### src/rtl/apb_slice_pkg.sv
// Shared types and constants for the APB timeout slice.
package apb_slice_pkg;

  typedef enum logic [1:0] {
    ST_IDLE   = 2'd0,
    ST_SETUP  = 2'd1,
    ST_ACCESS = 2'd2,
    ST_RESP   = 2'd3
  } apb_state_t;

  localparam logic [31:0] ERR_RDATA_DEFAULT = 32'hDEAD_BEEF;
  localparam int          TO_CNT_W          = 8;
  localparam int          WAIT_CNT_W        = 16;

endpackage

### src/rtl/apb_wait_counter.sv
// Downstream wait-state counter: clears at transfer start, counts stalled
// access cycles, flags when the abort limit is reached. Saturates so it can
// never wrap inside one transfer.
module apb_wait_counter
  import apb_slice_pkg::*;
(
  input  logic                  clk_sys_i,
  input  logic                  rst_b_i,
  input  logic                  clr_i,
  input  logic                  en_i,
  input  logic [WAIT_CNT_W-1:0] limit_i,
  output logic                  hit_o
);

  logic [WAIT_CNT_W-1:0] cnt_q, cnt_d;

  // next count: clear wins, otherwise saturating increment
  always_comb begin
    cnt_d = cnt_q;
    if (clr_i) begin
      cnt_d = '0;
    end else if (en_i && (cnt_q != '1)) begin
      cnt_d = cnt_q + WAIT_CNT_W'(1);
    end
  end

  // count register
  always_ff @(posedge clk_sys_i or negedge rst_b_i) begin
    if (!rst_b_i) cnt_q <= '0;
    else          cnt_q <= cnt_d;
  end

  assign hit_o = (cnt_q == (limit_i - WAIT_CNT_W'(1)));

endmodule

### src/rtl/apb_timeout_slice.sv
// APB slice that forwards one upstream transfer to a downstream slave and
// aborts it with an error response if the slave stalls too long.
//
// state  | meaning
// IDLE   | waiting for an upstream setup phase
// SETUP  | downstream setup phase (M_PSEL=1, M_PENABLE=0)
// ACCESS | downstream access phase, waiting on M_PREADY or timeout
// RESP   | one-cycle upstream completion (PREADY=1)
module apb_timeout_slice
  import apb_slice_pkg::*;
#(
  parameter int          APB_ADDR_WIDTH = 32,
  parameter int          TIMEOUT_CYCLES = 255,
  parameter logic [31:0] ERR_RDATA      = ERR_RDATA_DEFAULT
) (
  input  logic                      HCLK,
  input  logic                      HRESETn,
  input  logic [APB_ADDR_WIDTH-1:0] PADDR,
  input  logic [31:0]               PWDATA,
  input  logic                      PWRITE,
  input  logic                      PSEL,
  input  logic                      PENABLE,
  output logic [31:0]               PRDATA,
  output logic                      PREADY,
  output logic                      PSLVERR,
  output logic [APB_ADDR_WIDTH-1:0] M_PADDR,
  output logic [31:0]               M_PWDATA,
  output logic                      M_PWRITE,
  output logic                      M_PSEL,
  output logic                      M_PENABLE,
  input  logic [31:0]               M_PRDATA,
  input  logic                      M_PREADY,
  input  logic                      M_PSLVERR,
  output logic                      timeout_o,
  output logic [TO_CNT_W-1:0]       timeout_cnt_o
);

  localparam logic [WAIT_CNT_W-1:0] LIMIT = WAIT_CNT_W'(TIMEOUT_CYCLES);

  apb_state_t                state_q, state_d;
  logic [APB_ADDR_WIDTH-1:0] paddr_q, paddr_d;
  logic [31:0]               pwdata_q, pwdata_d;
  logic                      pwrite_q, pwrite_d;
  logic                      m_psel_q, m_psel_d;
  logic                      m_penable_q, m_penable_d;
  logic [31:0]               prdata_q, prdata_d;
  logic                      pslverr_q, pslverr_d;
  logic                      pready_q, pready_d;
  logic                      timeout_q, timeout_d;
  logic [TO_CNT_W-1:0]       to_cnt_q, to_cnt_d;
  logic                      drop_q, drop_d;
  logic                      done, abandon;
  logic                      wc_clr, wc_en, wc_hit;

  apb_wait_counter u_wait_counter (
    .clk_sys_i (HCLK),
    .rst_b_i   (HRESETn),
    .clr_i     (wc_clr),
    .en_i      (wc_en),
    .limit_i   (LIMIT),
    .hit_o     (wc_hit)
  );

  // transfer sequencing; upstream response regs are only non-zero in RESP
  always_comb begin
    state_d     = state_q;
    paddr_d     = paddr_q;
    pwdata_d    = pwdata_q;
    pwrite_d    = pwrite_q;
    m_psel_d    = m_psel_q;
    m_penable_d = m_penable_q;
    prdata_d    = '0;
    pslverr_d   = 1'b0;
    pready_d    = 1'b0;
    timeout_d   = 1'b0;
    to_cnt_d    = to_cnt_q;
    drop_d      = drop_q;
    done        = 1'b0;
    abandon     = 1'b0;
    wc_clr      = 1'b0;
    wc_en       = 1'b0;
    case (state_q)
      ST_IDLE: begin
        if (PSEL && !PENABLE) begin
          state_d     = ST_SETUP;
          paddr_d     = PADDR;
          pwdata_d    = PWDATA;
          pwrite_d    = PWRITE;
          m_psel_d    = 1'b1;
          m_penable_d = 1'b0;
          drop_d      = 1'b0;
          wc_clr      = 1'b1;
        end
      end
      ST_SETUP: begin
        state_d     = ST_ACCESS;
        m_penable_d = 1'b1;
        if (!PSEL) drop_d = 1'b1;
      end
      ST_ACCESS: begin
        // a master that let go of PSEL no longer wants the answer
        abandon = drop_q || !PSEL;
        wc_en   = !M_PREADY;
        if (M_PREADY) begin
          done      = 1'b1;
          prdata_d  = pwrite_q ? 32'h0 : M_PRDATA;
          pslverr_d = M_PSLVERR;
        end else if (wc_hit) begin
          done      = 1'b1;
          prdata_d  = ERR_RDATA;
          pslverr_d = 1'b1;
          timeout_d = 1'b1;
          if (to_cnt_q != '1) to_cnt_d = to_cnt_q + TO_CNT_W'(1);
        end
        if (done) begin
          m_psel_d    = 1'b0;
          m_penable_d = 1'b0;
          if (abandon) begin
            state_d   = ST_IDLE;
            prdata_d  = '0;
            pslverr_d = 1'b0;
          end else begin
            state_d  = ST_RESP;
            pready_d = 1'b1;
          end
        end
      end
      ST_RESP: begin
        state_d = ST_IDLE;
      end
      default: begin
        state_d     = ST_IDLE;
        m_psel_d    = 1'b0;
        m_penable_d = 1'b0;
      end
    endcase
  end

  // state and output registers
  always_ff @(posedge HCLK or negedge HRESETn) begin
    if (!HRESETn) begin
      state_q     <= ST_IDLE;
      paddr_q     <= '0;
      pwdata_q    <= '0;
      pwrite_q    <= 1'b0;
      m_psel_q    <= 1'b0;
      m_penable_q <= 1'b0;
      prdata_q    <= '0;
      pslverr_q   <= 1'b0;
      pready_q    <= 1'b0;
      timeout_q   <= 1'b0;
      to_cnt_q    <= '0;
      drop_q      <= 1'b0;
    end else begin
      state_q     <= state_d;
      paddr_q     <= paddr_d;
      pwdata_q    <= pwdata_d;
      pwrite_q    <= pwrite_d;
      m_psel_q    <= m_psel_d;
      m_penable_q <= m_penable_d;
      prdata_q    <= prdata_d;
      pslverr_q   <= pslverr_d;
      pready_q    <= pready_d;
      timeout_q   <= timeout_d;
      to_cnt_q    <= to_cnt_d;
      drop_q      <= drop_d;
    end
  end

  assign PRDATA        = prdata_q;
  assign PREADY        = pready_q;
  assign PSLVERR       = pslverr_q;
  assign M_PADDR       = paddr_q;
  assign M_PWDATA      = pwdata_q;
  assign M_PWRITE      = pwrite_q;
  assign M_PSEL        = m_psel_q;
  assign M_PENABLE     = m_penable_q;
  assign timeout_o     = timeout_q;
  assign timeout_cnt_o = to_cnt_q;

endmodule

### config.mk
export PLATFORM = sky130hd
export DESIGN_NAME = apb_timeout_slice
export DESIGN_NICKNAME = d
export VERILOG_FILES = /design/src/rtl/apb_slice_pkg.sv /design/src/rtl/apb_wait_counter.sv /design/src/rtl/apb_timeout_slice.sv
export SDC_FILE = /design/constraint.sdc
export NUM_CORES = 1
export LEC_CHECK = 0
export BUFFER_PORTS_ARGS = -buffer_cell sky130_fd_sc_hd__buf_4
export CORE_ASPECT_RATIO = 1.1
export CORE_MARGIN = 2
export CORE_UTILIZATION = 25
export CTS_BUF_LIST = sky130_fd_sc_hd__clkbuf_4 sky130_fd_sc_hd__clkbuf_8
export DETAILED_ROUTE_END_ITERATION = 8
export PLACE_DENSITY = 0.49
export SLEW_MARGIN = 15
export SYNTH_ARGS = -nofsm -noshare
export SYNTH_HDL_FRONTEND = slang
export SYNTH_SLANG_ARGS = --single-unit
### constraint.sdc
create_clock -name HCLK -period 1.99 [get_ports HCLK]
set_input_delay 0.199 -clock HCLK [delete_from_list [all_inputs] [get_ports HCLK]]
set_output_delay 0.199 -clock HCLK [all_outputs]
set_load 0.005 [all_outputs]
==> flow_summary.toml, run 1 <==
[cts]
root_buffer = "clkbuf_8"
path_clk_slew_ns = 0.07
cts_setup_buffers = 0
clkLatencyLatePin_ns = 0.44
clock_sinks = 129
clk_path_buf_depth = 2
ctsHtreeMaxLevel = 4
cts_buffers = 17
cts_tree = "built"

[power_and_ir_drop]
power_density_nw_per_um2 = 1050
leakagePower_nw = 4.51
comb_power_share = 0.319
p_clk_frac = 0.265
seq_power_share = 0.416
p_int_w = 0.00642
switchingPower_w = 0.00286
swShare = 0.308
ir_drop_mv = 0.504

[worst_setup_path]
max_stage_delay_ns = 0.46
critical_path.max_fanout = 5
crit_path_top_delay_cell = "dfrtp_1"
r2r_start = "u_wait_counter.cnt_q[9]$_DFFE_PN0P_"
arrival_ns = 2.13
cp-start-kind = "register"
reg2reg_slack_ns = 0.18
worstPathCellList = "nor4b_2 -> and4_1 -> and3_1 -> nand4_1 -> xnor2_1"
r2r_end = "timeout_cnt_o[4]$_DFFE_PN0P_"
endpoint_kind = "register"
crit_required_ns = 2.31
crit_type = "register to register"
ff2ff_path_depth = 5

[timing]
period_share = 0.909
setup_viol = 0
slew_violations = 0
setup_tns_ns = 0
skew_ns = 0.0163
whs_ns = 0.0401
worst_slew_pin_slew_ns = 0.491
max_slew_margin = 0.672
rsz0062_at_grt = "no"
setup_slack_ns = 0.180
max_freq_mhz = 553
finalWorstPathRequiredPeriod_ns = 1.81
hold_viol = 0

[global_route]
grt_pass1_wl_mm = 24.4
grt_pass1_vias = 4934
grt_start_max_net_pins = 57
antenna_found_initial = 0
grt.total_usage = 0.137
grt-ovfl-total = 0

[placed_design]
place_hpwl_mm = 10.2
dp.cells = 1032
place_congestion = 0.721
postPlaceCellArea_um2 = 7380
dp_slack_ns = 0.167
port_buffers = 212

[floorplan]
core_um2 = 21200
die_w_um = 144
num_rows = 56
io_pins = 213
die_area_um2 = 22600
start_util = 0.253
die_h_um = 158

[synthesis]
seq_area_frac_synth = 0.602
syn_area_um2 = 5360
yosys_warnings = 0
syn_avg_cell_area_um2 = 10.0
synth_edf_count = 0
syn_inst = 535
synthArstFlopShare = 1.00
ys_types = 49
syn_nets = 641
yosysMostFrequentCell = "nand2_1"
synth-main-ff-cell = "dfrtp_1"
synth_area_leader_cell = "dfrtp_1"
ys_seq_elements = 129
ys_top_cells_by_count = "nand2_1, dfrtp_1, a21oi_1"
synthTopCellsByArea = "dfrtp_1, nand2_1, nand2b_1"
yosysTopAreaCellShare = 0.602

[drt]
drtPass1Iterations = 4
vias = 4759
totalWireLength_mm = 15.3
post_drt_wl_per_cell_um = 13.1
drtAntennaViolNets = 0
drt_iter0_drc = 128
drt-vias-per-instance = 4.10
drc = 0

[flow_run]
drv_cap = 0

[layout]
final_area_um2 = 8800
fillerInstances = 2092
multi_input_area_um2 = 2000
antennaDiodeCount = 0
fin_cells = 1161
drive_above_1_share = 0.338
final_nets = 964
regArea_um2 = 3230
syn_to_final_growth_pct = 64.2

[hold_path]
worstHoldEndpoint = "PRDATA[10]$_DFF_PN0_"
holdCritStartpoint = "M_PRDATA[10]"
whs_path_depth = 3
hold_path.class = "input port to register"

[outcome]
status = "complete, no violations"
registers in the layout, summed over array words and instances, names as in the netlist:
register and flops:
u_wait_counter.cnt_q 16, M_PSEL 1, PREADY 1, M_PWDATA 32, timeout_cnt_o 8, timeout_o 1
M_PWRITE 1, drop_q 1, M_PENABLE 1, PSLVERR 1, M_PADDR 32, state_q 2
PRDATA 32
cell usage in the layout, fill, tap and decap left out, types with 4 or more instances in the layout:
cell	instances
nand2_1	209
buf_4	227
inv_1	6
nor2_1	22
nand3_1	4
xor2_1	4
and2_1	10
clkbuf_8	19
mux2i_1	4
dlygate4sd3_1	97
clkinv_4	5
a21oi_1	29
nand2b_1	25
xnor2_1	14
dfrtp_1	129
per-stage QoR:
stage          power (W)   util
5_1_grt          0.00999  0.416
3_3_place_gp     0.00675  0.349
2_1_floorplan    0.00497      -
4_1_cts          0.00947  0.416
3_5_place_dp     0.00677  0.349
6_report         0.00928  0.416
how the worst max path moves through the flow:
stage	depth (start not counted)	end	start
after CTS	8	PRDATA[13]$_DFF_PN0_	u_wait_counter.cnt_q[0]$_DFFE_PN0P_
after global routing	7	timeout_cnt_o[5]$_DFFE_PN0P_	u_wait_counter.cnt_q[0]$_DFFE_PN0P_
final	5	timeout_cnt_o[4]$_DFFE_PN0P_	u_wait_counter.cnt_q[9]$_DFFE_PN0P_
after floorplan	8	PRDATA[10]$_DFF_PN0_	u_wait_counter.cnt_q[0]$_DFFE_PN0P_
after detailed placement	8	PRDATA[1]$_DFF_PN0_	u_wait_counter.cnt_q[0]$_DFFE_PN0P_
after global placement	8	PRDATA[15]$_DFF_PN0_	u_wait_counter.cnt_q[0]$_DFFE_PN0P_
layout make-up:
class,instances,share of cell area
timing repair buffer,328,0.312
multi-input combinational,376,0.228
clock inverter,12,0.0195
tap,290,0.0412
clock buffer,20,0.0306
sequential,129,0.367
inverter,6,0.00256
power groups by stage:
stage                     clock [W]  sequential, W  combinational [W]
after CTS                   0.00258        0.00387            0.00302
after global placement            0        0.00389            0.00286
after detailed placement          0        0.00388            0.00288
after global routing        0.00270        0.00397            0.00333
after floorplan                   0        0.00394            0.00103
final                       0.00246        0.00386            0.00296
kinds of logic (layout without fill, tap and decap cells):
kind of cell	after synthesis	after routing	share of synthesized area
adder cells (fa/ha/maj)	3	3	0.00700
AO/OA/AOI/OAI	36	36	0.0390
multiplexers	6	6	0.0117
buffers and inverters	30	366	0.0266
AND/OR/NAND/NOR	313	313	0.284
XOR/XNOR	18	18	0.0294
flip-flops	129	129	0.602
routing by layer:
layer	part of all wire	track usage	vias to the layer above
met3	0.062	0.0469	15
met2	0.50	0.227	148
met4	0.015	0.0448	0
met5	0	0	-
met1	0.42	0.167	2241
li1	-	-	2355
worst max-delay path: cells and delay by family (launching register included):
kind / cells / cell delay [ns]
AND/OR/NAND/NOR: 4 / 1.10
flip-flops: 1 / 0.46
XOR/XNOR: 1 / 0.14
repair_timing:
action	4_1_cts	5_1_grt
endpoints found under the hold margin	134	0
endpoints found under the setup margin	0	1
gates resized for setup	0	1
hold buffers	97	0
(Power assumes the default switching activity.)
==> run 2, diff against run 1 <==
--- a/config.mk
+++ b/config.mk
@@ -11,6 +11,7 @@
 export CORE_UTILIZATION = 25
 export CTS_BUF_LIST = sky130_fd_sc_hd__clkbuf_4 sky130_fd_sc_hd__clkbuf_8
 export DETAILED_ROUTE_END_ITERATION = 8
+export HOLD_SLACK_MARGIN = 0.06
 export PLACE_DENSITY = 0.49
 export SLEW_MARGIN = 15
 export SYNTH_ARGS = -nofsm -noshare
==> run 2 against run 1 <==
Worst hold slack improved by 0.22 ns. Sequential share of layout area down 0.21 points. Highest routed layer unchanged. Largest cell class unchanged. Register-to-register slack barely moved. Largest power group unchanged. Core utilization grew 0.24 points. First-iteration DRC count increased by 7.8%. Critical endpoint unchanged. Clock power about the same.
==> flow_summary.toml, run 2 (synthesis results as in run 1) <==
[timing]
setup_viol = 0
slew_violations = 0
skew_ns = 0.0162
period_share = 0.908
max_freq_mhz = 553
worst_slew_pin_slew_ns = 0.491
max_slew_margin = 0.672
hold_viol = 0
finalWorstPathRequiredPeriod_ns = 1.81
setup_tns_ns = 0
rsz0062_at_grt = "no"

[cts]
root_buffer = "clkbuf_8"
path_clk_slew_ns = 0.08
clock_sinks = 129
clkLatencyLatePin_ns = 0.44
cts_tree = "built"
cts_buffers = 17
clk_path_buf_depth = 2
ctsHtreeMaxLevel = 4

[global_route]
top_usage_layer = "met2"
use_met1 = 0.168
grtUsageMet3 = 0.0469
grt_pass1_vias = 4953
grt_pass1_wl_mm = 24.5
grt_use_met2 = 0.227
grt-ovfl-total = 0
antenna_found_initial = 0
grt_start_max_net_pins = 57
grt.total_usage = 0.137

[floorplan]
die_h_um = 158
io_pins = 213
core_um2 = 21200
num_rows = 56
die_w_um = 144
start_util = 0.253
die_area_um2 = 22600

[placed_design]
port_buffers = 212
place_hpwl_mm = 10.2
place_congestion = 0.721

[worst_setup_path]
crit_required_ns = 2.31
arrival_ns = 2.13
critical_path.max_fanout = 5
worstPathCellList = "nor4b_2 -> and4_1 -> and3_1 -> nand4_1 -> xnor2_1"
cp-start-kind = "register"
crit_type = "register to register"
max_stage_delay_ns = 0.46
crit_path_top_delay_cell = "dfrtp_1"
endpoint_kind = "register"

[layout]
layout_common_cells = "buf_4, nand2_1, dfrtp_1"
syn_to_final_growth_pct = 65.1
antennaDiodeCount = 0
drive_above_1_share = 0.336
final_nets = 969
utilization = 0.418
final_common_cell = "buf_4"

[drt]
vias = 4781
post_drt_wl_per_cell_um = 13.1
drc = 0
drt-vias-per-instance = 4.10
drt_iter0_drc = 138
totalWireLength_mm = 15.3
drtAntennaViolNets = 0
drtPass1Iterations = 4

[outcome]
status = "complete, no violations"

[power_and_ir_drop]
ir_drop_mv = 0.504
leakagePower_nw = 4.53
power_density_nw_per_um2 = 1050

[flow_run]
drv_cap = 0

[hold_path]
hold_path.class = "input port to asynchronous set/reset pin"
-- run 2: metal layers --
metal | wire [um] | vias up | share of wire
met2 | 7590 | 148 | 0.50
li1 | - | 2365 | -
met1 | 6550 | 2254 | 0.43
met4 | 228 | 0 | 0.015
met5 | 0 | - | 0
met3 | 948 | 14 | 0.062
-- run 2: critical path, delay by kind of cell (launching register included) --
family        cells  cell delay, ns
simple gates      4            1.10
flops             1            0.46
xor+xnor          1            0.14
-- run 2: layout make-up --
type | instances | area (um^2)
sequential | 129 | 3230
clock buffer | 20 | 269
inverter | 6 | 22.5
clock inverter | 12 | 171
tap | 290 | 363
multi-input combinational | 376 | 2000
fill | 2090 | 12300
timing repair buffer | 333 | 2800
-- run 2: final timing paths --
kind | slack [ns] | depth (start not counted) | end | start
setup / recovery | 0.18 | 5 | timeout_cnt_o[4]$_DFFE_PN0P_ | u_wait_counter.cnt_q[9]$_DFFE_PN0P_
hold / removal | 0.26 | 2 | PRDATA[2]$_DFF_PN0_ | HRESETn
setup reg to reg | 0.18 | 5 | timeout_cnt_o[4]$_DFFE_PN0P_ | u_wait_counter.cnt_q[9]$_DFFE_PN0P_
hold reg to reg | 0.48 | 2 | M_PADDR[2]$_DFFE_PN0P_ | M_PADDR[2]$_DFFE_PN0P_
max in group asynchronous | 1.10 | 3 | u_wait_counter.cnt_q[10]$_DFFE_PN0P_ | HRESETn
min in group HCLK | 0.48 | 2 | M_PADDR[2]$_DFFE_PN0P_ | M_PADDR[2]$_DFFE_PN0P_
-- run 2: what timing repair did --
item,CTS,global route
endpoints found under the setup margin,0,1
gates resized for setup,0,1
setup buffers,0,0
endpoints found under the hold margin,139,0
hold buffers,102,0
-- run 2: power by group --
group | total, W | switching (W) | internal [W]
clock network | 0.00246 | 0.00111 | 0.00135
registers | 0.00386 | 0.000459 | 0.00340
logic | 0.00297 | 0.00129 | 0.00168
total | 0.00929 | 0.00287 | 0.00643
-- run 2: stage by stage --
| step | hold WS, ns | setup WS, ns | area [um^2] | power, W | instances |
|---|---|---|---|---|---|
| after global placement | 0.163 | 0.203 | 7380 | 0.00675 | 1032 |
| after global routing | 0.256 | 0.0495 | 8850 | 0.0100 | 1166 |
| after detailed placement | 0.160 | 0.167 | 7380 | 0.00677 | 1032 |
| after CTS | 0.243 | 0.159 | 8850 | 0.00948 | 1166 |
| final | 0.258 | 0.183 | 8850 | 0.00929 | 1166 |
| after floorplan | -0.0966 | 0.329 | 5360 | 0.00497 | 535 |
